`config.mk`:
```
export PLATFORM = sky130hd
export DESIGN_NAME = alu_share_arb
export DESIGN_NICKNAME = d
export VERILOG_FILES = /design/src/rtl/alu_arb_pkg.sv /design/src/rtl/rr_arb2.sv /design/src/rtl/alu_share_arb.sv
export SDC_FILE = /design/constraint.sdc
export NUM_CORES = 1
export LEC_CHECK = 0
export ABC_AREA = 1
export CAP_MARGIN = 20
export CORE_MARGIN = 10
export CORE_UTILIZATION = 28
export CTS_CLUSTER_SIZE = 40
export DETAILED_ROUTE_END_ITERATION = 12
export SETUP_SLACK_MARGIN = 0.1
export SYNTH_ARGS = -nofsm -noshare
export SYNTH_HDL_FRONTEND = slang
export SYNTH_SLANG_ARGS = --single-unit
```
`constraint.sdc`:
```
create_clock -name clk -period 1.55 [get_ports clk]
set_clock_uncertainty 0.05 [all_clocks]
set_input_delay 0.31 -clock clk [delete_from_list [all_inputs] [get_ports clk]]
set_output_delay 0.31 -clock clk [all_outputs]
set_load 0.02 [all_outputs]
```
`src/rtl/alu_arb_pkg.sv`:
```
// Shared definitions for the ALU-sharing arbiter: opcodes, FSM encoding, client count.
package alu_arb_pkg;
  localparam int NUM_CLIENTS = 2;

  localparam logic [1:0] OP_ADD = 2'b00;
  localparam logic [1:0] OP_SUB = 2'b01;
  localparam logic [1:0] OP_AND = 2'b10;
  localparam logic [1:0] OP_OR  = 2'b11;

  typedef enum logic [1:0] {
    IDLE = 2'b00,
    EXEC = 2'b01,
    RESP = 2'b10
  } arb_state_t;
endpackage

```
`src/rtl/rr_arb2.sv`:
```
// Two-way combinational grant picker, round-robin on contention when rr_en is set,
// otherwise client 0 wins. Grant is one-hot, or zero when nothing is valid.
module rr_arb2 (
  input  logic [1:0] valid,
  input  logic       last,
  input  logic       rr_en,
  output logic [1:0] grant
);
  always_comb begin
    grant = valid;
    if (valid == 2'b11)
      grant = (rr_en && !last) ? 2'b10 : 2'b01;
  end
endmodule

```
`src/rtl/alu_share_arb.sv`:
```
// Arbiter/sequencer sharing one external 4-function ALU between two clients.
// Define ALU_ARB_RR_EN for round-robin on contention; default is fixed priority to client 0.
module alu_share_arb
  import alu_arb_pkg::*;
#(
  parameter int WIDTH = 32
) (
  input  logic                   clk,
  input  logic                   rst_n,
  input  logic [NUM_CLIENTS-1:0] req_valid,
  output logic [NUM_CLIENTS-1:0] req_ready,
  input  logic [WIDTH-1:0]       req0_a,
  input  logic [WIDTH-1:0]       req0_b,
  input  logic [1:0]             req0_op,
  input  logic [WIDTH-1:0]       req1_a,
  input  logic [WIDTH-1:0]       req1_b,
  input  logic [1:0]             req1_op,
  output logic [NUM_CLIENTS-1:0] rsp_valid,
  input  logic [NUM_CLIENTS-1:0] rsp_ready,
  output logic [WIDTH-1:0]       rsp_result,
  output logic [WIDTH-1:0]       alu_a,
  output logic [WIDTH-1:0]       alu_b,
  output logic                   alu_op1,
  output logic                   alu_op2,
  input  logic [WIDTH-1:0]       alu_result,
  output logic                   busy
);
  arb_state_t       state, state_nxt;
  logic [WIDTH-1:0] op_a, op_b;
  logic [1:0]       op_code;
  logic             owner;
  logic             last;
  logic             rr_en;
  logic [1:0]       gnt;
  logic             gidx;
  logic             accept;
  logic             done;

`ifdef ALU_ARB_RR_EN
  logic last_grant;
  assign rr_en = 1'b1;
  assign last  = last_grant;

  always_ff @(posedge clk or negedge rst_n)
    if (!rst_n)    last_grant <= 1'b1;
    else if (done) last_grant <= owner;
`else
  assign rr_en = 1'b0;
  assign last  = 1'b1;
`endif

  rr_arb2 u_arb (
    .valid (req_valid),
    .last  (last),
    .rr_en (rr_en),
    .grant (gnt)
  );

  assign gidx = gnt[1];

  always_comb begin
    state_nxt = state;
    req_ready = '0;
    rsp_valid = '0;
    accept    = 1'b0;
    done      = 1'b0;
    case (state)
      IDLE: begin
        req_ready = gnt;
        accept    = |(req_valid & gnt);
        if (accept) state_nxt = EXEC;
      end
      EXEC: state_nxt = RESP;
      RESP: begin
        rsp_valid[owner] = 1'b1;
        done             = rsp_ready[owner];
        if (done) state_nxt = IDLE;
      end
      default: state_nxt = IDLE;
    endcase
  end

  // Operand registers feed the ALU directly, so its inputs move only on accept.
  always_ff @(posedge clk or negedge rst_n) begin
    if (!rst_n) begin
      state      <= IDLE;
      op_a       <= '0;
      op_b       <= '0;
      op_code    <= OP_ADD;
      owner      <= 1'b0;
      rsp_result <= '0;
    end else begin
      state <= state_nxt;
      if (accept) begin
        op_a    <= gidx ? req1_a  : req0_a;
        op_b    <= gidx ? req1_b  : req0_b;
        op_code <= gidx ? req1_op : req0_op;
        owner   <= gidx;
      end
      if (state == EXEC) rsp_result <= alu_result;
    end
  end

  assign alu_a   = op_a;
  assign alu_b   = op_b;
  assign alu_op1 = op_code[1];
  assign alu_op2 = op_code[0];
  assign busy    = (state != IDLE);
endmodule

```
# Word level (Yosys, flattened, before mapping)

Cells that the tools add are included.

Magnitude comparators: 2
Eq/ne operators: 5
Mux-type cells: 14
Bitwise logic cells: 1
Reduce and logical (&&, ||, !) cells: 5

Operators with widths:

| cell               | number |
|---|---|
| $mux 32            | 2 |
| $mux 2             | 6 |
| $pmux 2 s3         | 1 |
| $eq 2x2->1 const B | 2 |
| $mux 1             | 4 |
| $ne 2x2->1 const B | 2 |
| $and 2x2->2        | 1 |
| $eq 2x1->1 const B | 1 |
| $logic_not 2->1    | 1 |
| $lt 1x2->1 const B | 1 |
| $reduce_and 2->1   | 1 |
| $reduce_bool 2->1  | 1 |
| $reduce_or 2->1    | 1 |
| $demux 1 s1        | 1 |
| $ge 1x1->1 const B | 1 |
| $logic_and 1x1->1  | 1 |

Flip-flop bits (word level): 101
Output and inout port bits: 103

# Longest topological paths before layout

Depth in word-level cells: 6
Gate-level depth with buffers: 8
Gate-level depth less buffers: 6

# Hierarchy

From an unflattened synthesis, not the netlist that was laid out.

Cells, all modules: 678
Area total of the unflattened synthesis: 4,938.5 um2

Modules (own cells, without submodules):

| module        | instances | cells an instance | area each (um2) |
|---|---|---|---|
| alu_share_arb | 1         | 666               | 4,890.9 |
| rr_arb2       | 1         | 12                | 47.5 |

# Least setup slack after synthesis

OpenSTA, ideal clock, no wires.

Kind: register to output
Start: register state[0]
End: output req_ready[0]
Arrival: 1,031 ps
Setup slack: 159 ps
Stages on the path, launching flop included: 5
Buffers on the path: 1
Path through: dfrtp_1 buf_6 nor2_4 inv_2 nor2_1

Word-level cells in the longest chain between the ends: 2

Ends and longest elaborated chain:

| what                     | line                | text |
|---|---|---|
| start: declaration       | alu_share_arb.sv:28 | `arb_state_t state, state_nxt;` |
| start signal: assignment | alu_share_arb.sv:93 | `state <= state_nxt;` |
| $logic_not 2->1          | alu_share_arb.sv:67 | `case (state)` |
| $mux 2                   | alu_share_arb.sv:67 |  |
| end: declaration         | alu_share_arb.sv:11 | `output logic [NUM_CLIENTS-1:0] req_ready,` |

No other way between the ends.

# Worst setup path after layout

Start: register state[1]
End: output rsp_valid[1]

Word-level cells in the longest chain between the ends: 2

Ends and longest elaborated chain:

| what             | line                | text |
|---|---|---|
| $eq 2x2->1       | alu_share_arb.sv:67 |  |
| $mux 2           | alu_share_arb.sv:67 |  |
| end: declaration | alu_share_arb.sv:18 | `output logic [NUM_CLIENTS-1:0] rsp_valid,` |

No other way between the ends.

==> results.md <==
- Status: finished with violations
- Failing checks: negative setup slack
- Critical Path RT: roughly 1.2 ns
- Fin crit share: 1.06
- WP data arrival: between 1 and 1.5 ns
- Reg2reg end: alu_a[8]
- Global-route wire length before repair: 30300 um
- Yosys reg bits: 101
- CTS buffer count: 9
- Clock transition at the registers of the reported paths: 0.07 ns
- Power Internal: 9.50 mW
- Root Driver: clkbuf_16
- Minimum clock period: 1.64 ns
- Synth cell types: 15
- Clock buffer depth: 2
- Seq/Total Area, Yosys: 0.520
- Hold Path Class: input port to asynchronous set/reset pin
- Crit path launch type: flip-flop
- R2r setup slk: -0.08 ns
- Total number of vias: 5298
- Core Box Area: between 15000 and 20000 um2
- Antenna violations before repair: 0
- Initial DRC Count: 218
- Share of post-route cells with drive strength above 1: 0.192
- Setup CP Type: flip-flop to primary output
- Achievable clock frequency: between 600 and 700 MHz
- Wire per inst: 17.3 um
- Syn Area/Cell: 7.36 um2
- Power Dens Cells: 1850 nW/um2
- Drt first pass iters: 4
- Diodes inserted: 0
- Die height: roughly 150 um
- Final setup TNS: -1.75 ns
- R2R cell count: 10
- Clock share of power: 0.140
- Fin. max-slew vios: 0
- Hpwl dp: 14000 um
- Syn nets: 830
- Max-Cap Viols: 0
- Switch Pwr: 7.15 mW
- Full die area: around 23000 um2
- Post-Route WL: 20400 um
- Maximum VDD drop: just under 1 mV
- Leakage: 4.66 nW
- Cell Area, Synth: 4860 um2
- Non-Filler Instances: around 1200
- Worst skew pair latency: 0.34 ns
- Synthesis-to-layout area growth: 85.4%
- RSZ-0062 raised after global routing: yes
- Fin. Hold Viols: 0
- Tot GR Track Use: 0.169
- Design Power: 16.7 mW
- Setup WS post-layout: -0.0926 ns
- Total global routing overflow: 0
- Starting Density: 0.283
- Final #Nets: 1118
- Warnings from Yosys: 0
- Vias per cell: approximately 4.5
- Placed insts: between 1000 and 1500
- Post-route ant nets: 0
- H-tree levels: 3
- Sequential Power Share: 0.277
- Layout fillers: ~1700
- Overall die width: 152 um
- Switching Share: 0.429
- # port buffers: 272
- Vias in the first global route: approximately 5200
- Final setup viols: 55
- # DRC: 0
- Num rows: 48
- Synth Instances: 660
- Gp weighted congestion: 0.794
- CP Max Fanout: 3
- IO Count: 273
- Largest net degree at the start of global routing: 67
- Dpl ws: -0.450 ns
- Comb pwr share: 0.583
- Worst reg2reg startpoint: state[0]
- Clock sink count: 101
- CP Capture Type: primary output
- Worst-Margin Slew: 0.422 ns
- TritonCTS clock tree: done
- Slew margin rel.: 0.719
-- power groups by stage --
stage | sequential (mW) | combinational (mW) | clock [mW]
finish | 4.61 | 9.71 | 2.33
detailed placement | 4.65 | 8.33 | 0
floorplan | 6.11 | 2.60 | 0
CTS | 4.58 | 9.08 | 2.40
global route | 4.78 | 10.5 | 2.50
global placement | 4.60 | 8.31 | 0
-- per-layer routing --
layer | wire length, um | vias up | track usage
met5 | 0 | - | 0
met1 | 8870 | 2458 | 0.220
met4 | 249 | 0 | 0.0443
met3 | 1900 | 16 | 0.0579
li1 | - | 2630 | -
met2 | 9400 | 194 | 0.262
-- kinds of logic after synthesis --
logic type / share of synthesized area
AND/OR/NAND/NOR: 0.420
flip-flops: 0.520
buffers and inverters: 0.0564
AO/OA/AOI/OAI: 0.00386
-- Yosys cell counts (all sizes together) --
library cell	instances	area, um2
buf	32	206
nor2	8	45.0
or2	1	6.26
dfrtp	101	2530
clkbuf	14	52.6
nand2	399	1500
inv	4	15.0
a21oi	1	5.00
o21ai	2	13.8
nand3	98	490
-- flip-flops by register name, indices dropped and copies added (netlist names) --
name / cells
alu_b: 32
alu_a: 32
rsp_result: 32
owner: 1
state: 2
op_code: 2
-- placed cells by master, fill, tap and decap left out, drive strengths merged --
master,instances
a21oi,1
clkbuf,23
nand3,98
clkinvlp,2
dlygate4sd2,36
dlygate4sd3,1
dfrtp,101
bufinv,1
clkdlybuf4s15,52
buf,56
nand2,399
nor2,8
o21ai,2
inv,4
or2,1
clkdlybuf4s50,167
-- stage by stage --
step	area (um2)	hold slack, ns	util
after global placement	7870	0.171	0.458
after CTS	8550	0.346	0.498
after global routing	9010	0.348	0.525
after detailed placement	7870	0.172	0.458
after floorplan	4860	-0.0356	-
final	9010	0.348	0.525
-- worst max-delay path by stage --
stage | start | endpoint
global route | state[0] | req_ready[0]
finish | state[1] | rsp_valid[1]
CTS | state[1] | req_ready[0]
floorplan | state[0] | req_ready[0]
global placement | req_valid[0] | req_ready[0]
detailed placement | req_valid[0] | req_ready[0]
-- worst max-delay path, stage by stage, from the launching register on --
cell and delay [ns]:
dfrtp_1 0.41, inv_2 0.05, or2_4 0.25, nor2_2 0.10, buf_6 0.13
-- layout make-up --
type / instances / area, um2 / area share
flip-flops and latches: 101 / 2530 / 0.281
inverters: 4 / 17.5 / 0.00194
multi-input cells: 509 / 2480 / 0.275
clock buffers: 12 / 256 / 0.0285
well taps: 225 / 282 / 0.0312
clock inverters: 3 / 45.0 / 0.00500
repair buffers: 323 / 3400 / 0.377
-- what timing repair did --
action                                  CTS  global route
pin swaps                                 3            96
hold buffers                              1             0
resized for setup                       161           200
endpoints found under the hold margin    16             0
buffers inserted                         13             5
endpoints found under the setup margin  201           161
cloned                                    9             1
Note: power is estimated with default switching activity, not from simulation.
